[src/rtl/rate_scheduler.sv]
// Programmable-rate tick scheduler: IDLE/RUN/STOPPING sequencer emitting a period-end tick
// and a 50% square wave. Optional single-step tick in IDLE when STEP_MODE_EN is defined.
//
// state    | meaning
// IDLE     | halted, cnt held at 0, outputs low
// RUN      | counting periods at rate_cur, new sel taken at each wrap
// STOPPING | finishing the current period, then back to IDLE
module rate_scheduler #(
  parameter int CLK_HZ = 50000000,
  parameter int RATE0  = 1,
  parameter int RATE1  = 2,
  parameter int RATE2  = 6,
  parameter int RATE3  = 12,
  parameter int CW     = 26
) (
  input  logic       clock50,
  input  logic       reset,
  input  logic       start,
  input  logic       stop,
  input  logic [1:0] sel,
  input  logic       step,
  output logic       tick,
  output logic       clk_out,
  output logic       running,
  output logic [1:0] rate_cur
);

  localparam int H0I = CLK_HZ / (2 * RATE0);
  localparam int H1I = CLK_HZ / (2 * RATE1);
  localparam int H2I = CLK_HZ / (2 * RATE2);
  localparam int H3I = CLK_HZ / (2 * RATE3);

  typedef enum logic [1:0] {IDLE, RUN, STOPPING} state_t;

  state_t        state, state_nxt;
  logic [CW-1:0] cnt, cnt_nxt;
  logic [CW-1:0] half, last;
  logic [1:0]    rate_nxt;
  logic          period_end;
  logic          step_req;
  logic          step_pulse;

`ifdef STEP_MODE_EN
  assign step_req = (state == IDLE) && step;
`else
  logic step_unused;
  assign step_unused = step;
  assign step_req    = 1'b0;
`endif

  always_comb begin
    half = CW'(H0I);
    last = CW'(2 * H0I - 1);
    case (rate_cur)
      2'd1: begin half = CW'(H1I); last = CW'(2 * H1I - 1); end
      2'd2: begin half = CW'(H2I); last = CW'(2 * H2I - 1); end
      2'd3: begin half = CW'(H3I); last = CW'(2 * H3I - 1); end
      default: ;
    endcase
  end

  assign period_end = (state != IDLE) && (cnt == last);

  always_comb begin
    state_nxt = state;
    cnt_nxt   = cnt;
    rate_nxt  = rate_cur;
    case (state)
      IDLE: begin
        if (start && !stop) begin
          state_nxt = RUN;
          cnt_nxt   = '0;
          rate_nxt  = sel;
        end
      end
      RUN: begin
        if (period_end) begin
          cnt_nxt  = '0;
          rate_nxt = sel;
          // a stop landing on the final cycle of a period halts right here
          if (stop) state_nxt = IDLE;
        end else begin
          cnt_nxt = cnt + CW'(1);
          if (stop) state_nxt = STOPPING;
        end
      end
      STOPPING: begin
        if (period_end) begin
          cnt_nxt   = '0;
          state_nxt = IDLE;
        end else begin
          cnt_nxt = cnt + CW'(1);
        end
      end
      default: begin
        state_nxt = IDLE;
        cnt_nxt   = '0;
      end
    endcase
  end

  always_ff @(posedge clock50) begin
    if (reset) begin
      state      <= IDLE;
      cnt        <= '0;
      rate_cur   <= 2'd0;
      step_pulse <= 1'b0;
    end else begin
      state      <= state_nxt;
      cnt        <= cnt_nxt;
      rate_cur   <= rate_nxt;
      step_pulse <= step_req;
    end
  end

  assign running = (state != IDLE);
  assign clk_out = running && (cnt < half);
  assign tick    = period_end || step_pulse;

endmodule
[config.mk]
export PLATFORM = sky130hd
export DESIGN_NAME = rate_scheduler
export DESIGN_NICKNAME = d
export VERILOG_FILES = /design/src/rtl/rate_scheduler.sv
export SDC_FILE = /design/constraint.sdc
export NUM_CORES = 1
export LEC_CHECK = 0
export CAP_MARGIN = 20
export CORE_ASPECT_RATIO = 0.75
export CORE_UTILIZATION = 33
export CTS_CLUSTER_DIAMETER = 150
export DETAILED_ROUTE_END_ITERATION = 10
export HOLD_SLACK_MARGIN = 0.1
export PLACE_DENSITY = 0.48
export SYNTH_ARGS = -nofsm -noshare
export SYNTH_HDL_FRONTEND = slang
export SYNTH_SLANG_ARGS = --single-unit
[constraint.sdc]
create_clock -name clock50 -period 3.45 [get_ports clock50]
set_input_delay 0.345 -clock clock50 [delete_from_list [all_inputs] [get_ports clock50]]
set_output_delay 0.345 -clock clock50 [all_outputs]
set_load 0.005 [all_outputs]
==> metrics.txt, run 1 <==
status=finished clean; FF+latch count, synth=30; Warnings, synthesis=0; critical-path cell list=inv_1 -> ha_2 -> inv_1 -> ha_1 -> or3_1 -> a21oi_1 -> o221ai_1 -> a211o_1 -> a31oi_1 -> clkdlybuf4s50_1; commonest non-fill, non-tap cells in the layout=dfxtp_1, ha_1, a211oi_1, nand2_1; Final ANT Viol Nets=0; worst path arrival time=2.89 ns; port buffer count=10; total gr overflow=0; syn nets=approximately 330; largest net degree at the start of global routing=31; Layout Cells excl Fill=405; sw frac=around two fifths; Mapped Area=2470 um2; CP endpoint kind=output pin; Worst Hold Class=reg2reg; Post-Syn Instances=296; Worst Path Class, Setup=reg2out; Clk Latency, worst-skew pair=0.29 ns; Sink Count=30; Worst Setup Start Kind=flip-flop; final hold viol count=0; FP Rows=26; Via density=between 5 and 6; number of placed I/O pins=12; DRT Pass-1 Iters=4; WL/cell=17.9 um; routability congestion estimate=0.778; post-synthesis cell type count=50; Final setup violation count=0; CTS buffer count=5; Syn Area/Cell=8.34 um2; diode count=0; Psw=around 0.00046 W; Fillers=757; Seq pwr share=between 30% and 40%; share of layout cells above drive strength 1=a little under a tenth; worst-case reg-to-reg path depth=7; ys flop type=dfxtp_1; TNS Setup=0 ns; sequential share of the synthesized area=between 20% and 30%; async set-reset flop share out of synthesis=0%; Worst path max stage delay=0.54 ns; EDFF count, synth=0; initial core utilization=between 30% and 40%; fmax=309 MHz; first-pass GRT wire length=between 10000 and 15000 um; clk buf depth=2; placed cell count=397; die height=76.9 um; clk_skew=0.00327 ns; CTS tree=done; top post-synthesis cells by area=dfxtp_1, ha_1, a211oi_1; Crit-path slowest cell=clkdlybuf4s50_1; Vias=2291; number of DRC markers in iteration 0=99; Max IR drop VDD=0.000227 V; clock period minus worst slack=roughly 3.2 ns; period utilization=93.7%; DP HPWL=5270 um; RSZ-0062 raised after global routing=no; die extent in x=approximately 100 um; critical path's most frequent cell=inv_1; initial antenna violation count=0; Worst EP required=3.11 ns; Net count, final=339; Power Internal=0.000693 W; post-synth top area cell=dfxtp_1; P_leak=0.997 nW; GRT Total Usage=20.1%; Worst Hold Launch=state[0]; max-slew violation count=0; Hold Path Sink=state[0]; Die ar.=7830 um2; worst-margin pin slew=0.699 ns; post-synth top area share=24.3%; Pwr Density=approximately 410 nW/um2; WHS Path Cells=2; drt drc=0; Worst R2R End=state[0]; Slew headroom=53.2%; r2r setup slk=0.61 ns; Clk network pwr share=26.7%; Core ar.=7030 um2; reg2reg start=rate_cur[1]; Max-Cap Viols=0; Worst-path clk slew=0.07 ns; final WL=approximately 7200 um; CP max FO=7; Comb pwr share=39.4%; Hold Buf Count CTS=0; Area Overhead vs Synth=13.2%; Max H-tree Level=2; Root Driver=clkbuf_8; commonest non-fill, non-tap cell in the layout=dfxtp_1; vias in the first global route=around 2300
## through the flow
step                power [W]  cell area, um2  hold slack [ns]  util, %  setup WS, ns
floorplan            0.000670            2470            0.465        -         0.842
global placement     0.000843            2700            0.487     38.4         0.385
detailed placement   0.000847            2700            0.496     38.4         0.401
CTS                   0.00116            2790            0.506     39.7        0.0482
global route          0.00123            2800            0.527     39.8        0.0103
finish                0.00115            2800            0.498     39.8         0.216
## per-layer routing
layer	part of all wire [%]	wire length (um)	GRT usage, %	vias up
li1	-	-	-	1119
met4	1.6	114	7.14	0
met1	52	3790	29.1	1112
met3	3.9	282	3.92	12
met2	42	3060	29.3	48
met5	0	0	0	-
## sequential cells by signal, indices dropped and copies added (netlist names)
| signal | flops |
|---|---|
| state | 2 |
| rate_cur | 2 |
| cnt | 26 |
## worst max path at each step
| stage | slack (ns) | cells after the start | start | to |
|---|---|---|---|---|
| after floorplan | 0.84 | 8 | rate_cur[1] | state[0] |
| after global placement | 0.38 | 10 | rate_cur[1] | clk_out |
| after detailed placement | 0.40 | 9 | rate_cur[1] | clk_out |
| after CTS | 0.05 | 9 | rate_cur[1] | clk_out |
| after global routing | 0.01 | 9 | rate_cur[1] | clk_out |
| final | 0.22 | 10 | rate_cur[1] | clk_out |
## worst max-delay path, delay by kind of cell, from the launching register on
kind	cells	cell delay, ns
DFF	1	0.37
AOI/OAI and AO/OA	4	0.75
adders and majority gates	2	0.45
and+or+nand+nor	1	0.30
buffers and inverters	3	0.75
## cells in the mapped netlist (5+ instances only)
master / count
xnor2_1: 15
clkbuf_1: 14
nor3_1: 9
inv_1: 15
dfxtp_1: 30
a21boi_0: 6
ha_1: 26
nand2b_1: 10
a211oi_1: 22
a221oi_1: 8
o211ai_1: 7
nand3_1: 9
mux2i_1: 5
o21ai_0: 10
buf_2: 5
nand2_1: 19
nor2_1: 13
xor2_1: 6
## cell families after synthesis
kind of cell,after synthesis,share of synthesized area [%]
flip-flops,30,24.3
XOR/XNOR,21,7.45
AO/OA/AOI/OAI,75,22.5
multiplexers,5,2.03
adder cells (fa/ha/maj),26,13.2
AND/OR/NAND/NOR,104,24.6
buffers and inverters,35,5.88
## area by class of cell
type	instances	area, um2	share of cell area [%]
Clock inverter	1	5.00	0.179
Inverter	15	56.3	2.01
Timing Repair Buffer	23	198	7.07
Clock buffer	7	86.3	3.09
Sequential cell	30	602	21.5
Tap cell	98	123	4.39
Multi-Input combinational cell	231	1730	61.7
## power by group through the flow
| stage | clock network [W] | registers (W) | logic [W] |
|---|---|---|---|
| 4_1_cts | 0.000319 | 0.000390 | 0.000451 |
| 3_5_place_dp | 0 | 0.000399 | 0.000448 |
| 5_1_grt | 0.000338 | 0.000395 | 0.000502 |
| 6_report | 0.000308 | 0.000391 | 0.000454 |
| 3_3_place_gp | 0 | 0.000398 | 0.000446 |
| 2_1_floorplan | 0 | 0.000391 | 0.000279 |
## what timing repair did
item                                   4_1_cts  5_1_grt
setup endpoints to repair                    0        2
endpoints found under the hold margin        0        0
gates resized for setup                      0        2
setup buffers                                0        0
Note: power is estimated with default switching activity, not from simulation.
==> run 2: changes to the inputs <==
Settings changed: ABC_AREA set to 1.
==> metrics.txt, run 2 <==
first-pass GRT wire length=14400 um (+21%); port buffer count=10 (unchanged); routability congestion estimate=0.871 (+12%); worst path arrival time=2.78 ns (-0.11 ns); post-synth top area cell=dfxtp_1; die height=81.9 um (+6.5%); initial core utilization=34.9% (-0.24 points); WL/cell=15.3 um (-14%); drt drc=0 (unchanged); register area=601 um2 (-0.21%); Sink Count=30 (unchanged); multi-input logic area=1870 um2 (+8.6%); fmax=320 MHz (+3.4%); Worst Path Class, Setup=reg2out; Psw=0.000746 W (+62%); FF+latch count, synth=30 (unchanged); Crit-path slowest cell=clkdlybuf4s50_1; vias in the first global route=2695 (+18%); Root Driver=clkbuf_16; DRT Pass-1 Iters=5 (+1); Clk network pwr share=29.5% (+2.8 points); CP top delay family=buffers and inverters; ys flop type=dfxtp_1; WHS Path Cells=2 (unchanged); Worst path max stage delay=0.49 ns (-0.05 ns); status=finished clean; Power Internal=0.000989 W (+43%); number of placed I/O pins=12 (unchanged); Reg with most FFs=cnt; Syn Area/Cell=5.92 um2 (-29%); Fillers=905 (+20%); critical path startpoint=rate_cur[1]; max-slew violation count=0 (unchanged); period utilization=90.6% (-3.1 points); Die ar.=8900 um2 (+14%); Largest regs=cnt: 26 flops, rate_cur: 2 flops, state: 2 flops; Final ANT Viol Nets=0 (unchanged); max reg flops=26 (unchanged); FP Rows=28 (+7.7%); Setup WS pre-CTS=0.487 ns (+0.0863 ns); worst path buffer plus inverter count=5 (+2); DP HPWL=7070 um (+34%); final worst slack=0.323 ns (+0.107 ns); critical path's most frequent cell=inv_1; Worst Setup Start Kind=flip-flop; post-synth top area share=21.4% (-3.0 points); Seq pwr share=23.6% (-10 points); r2r setup slk=0.62 ns (about the same); CTS tree=done; reg2reg start=rate_cur[1]; Net count, final=521 (+54%); Hold Path Sink=state[1]; Max IR drop VDD=0.000339 V (+49%); worst-margin pin slew=0.610 ns (-0.0885 ns); Worst EP required=3.11 ns (about the same); total gr overflow=0 (unchanged); die extent in x=109 um (+6.6%); Pwr Density=544 nW/um2 (+32%); CP endpoint kind=output pin; GRT Total Usage=22.2% (+2.0 points); sw frac=43.0% (+3.1 points); Clk Latency, worst-skew pair=0.28 ns (about the same); Via density=5.04 (-11%); sequential share of the synthesized area=21.4% (-3.0 points); P_leak=1.48 nW (+48%); EDFF count, synth=0 (unchanged); Comb pwr share=46.9% (+7.5 points); CP max FO=7 (unchanged); top post-synthesis cells by area=dfxtp_1, nand2_1, ha_1; Max H-tree Level=2 (unchanged); RSZ-0062 raised after global routing=no; Final setup violation count=0 (unchanged); Slew headroom=59.3% (+6.1 points); Worst Hold Launch=state[1]; Worst-path clk slew=0.06 ns (about the same); commonest non-fill, non-tap cell in the layout=nand2_1; worst-case reg-to-reg path depth=16 (+9); Warnings, synthesis=0 (unchanged); commonest non-fill, non-tap cells in the layout=nand2_1, nor2_1, inv_1, nand3_1, dfxtp_1; clk buf depth=2 (unchanged); Worst Hold Class=reg2reg; final WL=9110 um (+26%); Vias=2995 (+31%); clk_skew=0.00373 ns (+0.000461 ns); Worst R2R End=cnt[22]; clock period minus worst slack=3.13 ns (-0.107 ns); cell depth of the worst setup path=13 (+3); async set-reset flop share out of synthesis=0% (unchanged); final hold viol count=0 (unchanged); Mapped Area=2810 um2 (+14%); post-synthesis cell type count=32 (-36%); share of layout cells above drive strength 1=7.36% (-2.1 points); Max-Cap Viols=0 (unchanged); Post-Syn Instances=475 (+60%); Area Overhead vs Synth=13.4%; most instantiated cells after synthesis=nand2_1, nor2_1, inv_1, nand3_1, dfxtp_1; critical-path cell list=inv_1 -> ha_2 -> inv_2 -> ha_1 -> inv_1 -> nor2_1 -> nand2_1 -> nor2_1 -> nand2_1 -> nor2_2 -> nand3_4 -> inv_1 -> clkdlybuf4s50_1; Core ar.=8060 um2 (+15%); initial antenna violation count=0 (unchanged); syn nets=508 (+54%); CTS buffer count=5 (unchanged); most frequent cell after synthesis=nand2_1; diode count=0 (unchanged); largest net degree at the start of global routing=16 (-48%); TNS Setup=0 ns (unchanged); number of DRC markers in iteration 0=206 (+110%)
run 2: worst register-to-register path, cell delays in order, from the launching register on:
cell and delay [ns]:
dfxtp_1 0.31, inv_1 0.19, ha_2 0.36, inv_2 0.13, ha_1 0.29, inv_1 0.04, nor2_1 0.14, nand2_1 0.07
nor2_1 0.12, nand2_1 0.08, nor2_2 0.12, nand3_4 0.09, buf_4 0.20, nand2_4 0.08, nand2_4 0.12, nand2_4 0.27
nor2_1 0.10
run 2: kinds of logic (layout without fill, tap and decap cells):
family / after synthesis / after routing / share of synthesized area, %
and+or+nand+nor: 283 / 283 / 43.8
adders and majority gates: 26 / 26 / 11.6
buffers and inverters: 84 / 98 / 12.1
AOI/OAI and AO/OA: 43 / 43 / 8.37
xor gates and xnor gates: 9 / 9 / 2.80
DFF: 30 / 30 / 21.4
run 2: worst max-delay path by stage:
| stage | to | slack (ns) |
|---|---|---|
| CTS | clk_out | 0.15 |
| global placement | tick | 0.49 |
| detailed placement | clk_out | 0.49 |
| global route | clk_out | 0.001 |
| finish | tick | 0.32 |
| floorplan | cnt[6] | 1.14 |
run 2: timing repair:
| item | CTS | global route |
|---|---|---|
| gates resized for setup | 0 | 1 |
| hold buffers | 0 | 0 |
| buffers inserted | 0 | 0 |
| endpoints found under the setup margin | 0 | 2 |
run 2: power groups by stage:
stage | sequential, W | clock, W | combinational (W)
global placement | 0.000416 | 0 | 0.000796
detailed placement | 0.000417 | 0 | 0.000804
CTS | 0.000409 | 0.000519 | 0.000808
finish | 0.000409 | 0.000513 | 0.000814
global route | 0.000412 | 0.000539 | 0.000919
floorplan | 0.000416 | 0 | 0.000547
run 2: per-stage QoR:
stage / total power (W) / hold WS (ns) / utilization [%] / cell area (um2) / cells
after floorplan: 0.000963 / 0.414 / - / 2810 / 475
after global placement: 0.00121 / 0.504 / 37.5 / 3020 / 586
after detailed placement: 0.00122 / 0.508 / 37.5 / 3020 / 586
after CTS: 0.00174 / 0.522 / 39.5 / 3190 / 594
after global routing: 0.00187 / 0.555 / 39.6 / 3190 / 594
final: 0.00174 / 0.516 / 39.6 / 3190 / 594
run 2: layout make-up:
class / instances / area share (%)
sequential: 30 / 18.8
inverter: 75 / 8.83
clock inverter: 3 / 1.26
clock buffer: 5 / 3.92
tap: 105 / 4.12
multi-input combinational: 361 / 58.7
timing repair buffer: 15 / 4.32
run 2: metal layers:
| layer | wire length (um) | part of all wire [%] | vias to the layer above | track usage [%] |
|---|---|---|---|---|
| li1 | - | - | 1526 | - |
| met1 | 4810 | 53 | 1378 | 33.2 |
| met2 | 3670 | 40 | 85 | 32.7 |
| met3 | 580 | 6.4 | 6 | 4.05 |
| met4 | 47 | 0.52 | 0 | 3.78 |
| met5 | 0 | 0 | - | 0 |
==> run 3: changes to the inputs <==
Settings changed: PLACE_DENSITY 0.48 to 0.57.
==> metrics.txt, run 3 (same netlist as run 2, synthesis figures left out) <==
status=finished clean; placed cell count=586 (unchanged); Pwr Density=517 nW/um2 (-4.9%); share of layout cells above drive strength 1=6.95% (-0.41 points); first-pass GRT wire length=14400 um (-0.14%); clk buf depth=2 (unchanged); Max IR drop VDD=0.000312 V (-8.1%); CP endpoint kind=output pin; Worst EP required=3.11 ns (about the same); Worst Path Class, Setup=reg2out; critical-path cell list=inv_1 -> ha_1 -> inv_2 -> ha_1 -> inv_1 -> nor4_1 -> o21ai_0 -> nand3_1 -> nand2_1 -> inv_1 -> nor2_1 -> clkdlybuf4s50_1; commonest non-fill, non-tap cell in the layout=nand2_1; Max-Cap Viols=0 (unchanged); total gr overflow=0 (unchanged); critical path's most frequent cell=inv_1; Slew headroom=65.9% (+6.6 points); Largest regs=cnt: 26 flops, rate_cur: 2 flops, state: 2 flops; Vias=2964 (-1.0%); Die ar.=8900 um2 (unchanged); routability congestion estimate=0.943 (+8.3%); final worst slack=0.218 ns (-0.106 ns); Via density=4.99 (-1.0%); CTS buffer count=5 (unchanged); die extent in x=109 um (unchanged); Final setup violation count=0 (unchanged); Worst-path clk slew=0.05 ns (about the same); WL/cell=14.6 um (-5.0%); max reg flops=26 (unchanged); max-slew violation count=0 (unchanged); P_leak=1.47 nW (-0.61%); CP max FO=7 (unchanged); worst hold slack=0.522 ns (+0.00673 ns); drt drc=0 (unchanged); Net count, final=521 (unchanged); clk_skew=0.00458 ns (+0.000853 ns); worst path arrival time=2.89 ns (+0.11 ns); RSZ-0062 raised after global routing=no; Worst path max stage delay=0.45 ns (-0.04 ns); Sink Count=30 (unchanged); Crit-path slowest cell=ha_1; Reg with most FFs=cnt; number of placed I/O pins=12 (unchanged); largest net degree at the start of global routing=16 (unchanged); DP HPWL=6790 um (-4.0%); Worst Hold Class=reg2reg; CTS tree=done; port buffer count=10 (unchanged); commonest non-fill, non-tap cells in the layout=nand2_1, nor2_1, inv_1, nand3_1, dfxtp_1; TNS Setup=0 ns (unchanged); final WL=8650 um (-5.0%); period utilization=93.7% (+3.1 points); final hold viol count=0 (unchanged); initial antenna violation count=0 (unchanged); number of DRC markers in iteration 0=236 (+15%); Layout Cells excl Fill=594 (unchanged); worst-margin pin slew=0.511 ns (-0.0990 ns); die height=81.9 um (unchanged); post_cts resized=0 (unchanged); fmax=309 MHz (-3.3%); GRT Total Usage=21.9% (-0.26 points); diode count=0 (unchanged); Clk Latency, worst-skew pair=0.28 ns (about the same); post-CTS setup buffers=0 (unchanged); Final ANT Viol Nets=0 (unchanged); Root Driver=clkbuf_16; Max H-tree Level=2 (unchanged); Worst Setup Start Kind=flip-flop; initial core utilization=34.9% (unchanged); DRT Pass-1 Iters=5 (unchanged); Hold Buf Count CTS=0 (unchanged); vias in the first global route=2787 (+3.4%); Setup WS pre-CTS=0.565 ns (+0.0778 ns); Core ar.=8060 um2 (unchanged); FP Rows=28 (unchanged); Area Overhead vs Synth=12.7%; clock period minus worst slack=3.23 ns (+0.106 ns)
run 3: cell count changes in the layout (fill, tap and decap cells not counted), sizes merged:
cell    change
clkinv      -1
clkbuf      +2
bufinv      -1
run 3: cell type report:
cell class,instances,area [um2]
Fill cell,891,4890
Multi-Input combinational cell,361,1870
Sequential cell,30,601
Inverter,75,282
Clock buffer,7,143
Timing Repair Buffer,15,138
Tap cell,105,131
Clock inverter,1,5.00
run 3: power breakdown:
group	switching (W)	internal, W
logic	0.000513	0.000267
registers	0.0000375	0.000376
clock network	0.000161	0.000286
total	0.000712	0.000928
run 3: path summary, 6_finish.rpt:
path                    start  cells past startpoint  endpoint  slack (ns)
setup / recovery  rate_cur[1]                     12   clk_out        0.22
hold / removal       state[1]                      2  state[1]        0.52
setup reg to reg  rate_cur[1]                     16   cnt[19]        0.57
hold reg to reg      state[1]                      2  state[1]        0.52
run 3: critical path, delay by kind of cell (launching register included):
family	cells	cell delay [ns]
AOI/OAI and AO/OA	1	0.14
adders and majority gates	2	0.76
buffers and inverters	5	0.90
DFF	1	0.31
and+or+nand+nor	4	0.51
run 3: per-layer routing:
layer / global-route usage (%) / routed length [um]
met5: 0 / 0
met4: 5.68 / 85
met3: 4.60 / 745
met2: 31.3 / 3290
met1: 32.5 / 4530
run 3: stage by stage:
step	area (um2)	utilization [%]	power, W
after floorplan	2810	-	0.000963
after CTS	3170	39.3	0.00165
after global routing	3170	39.3	0.00177
final	3170	39.3	0.00164
after global placement	3020	37.5	0.00119
after detailed placement	3020	37.5	0.00119
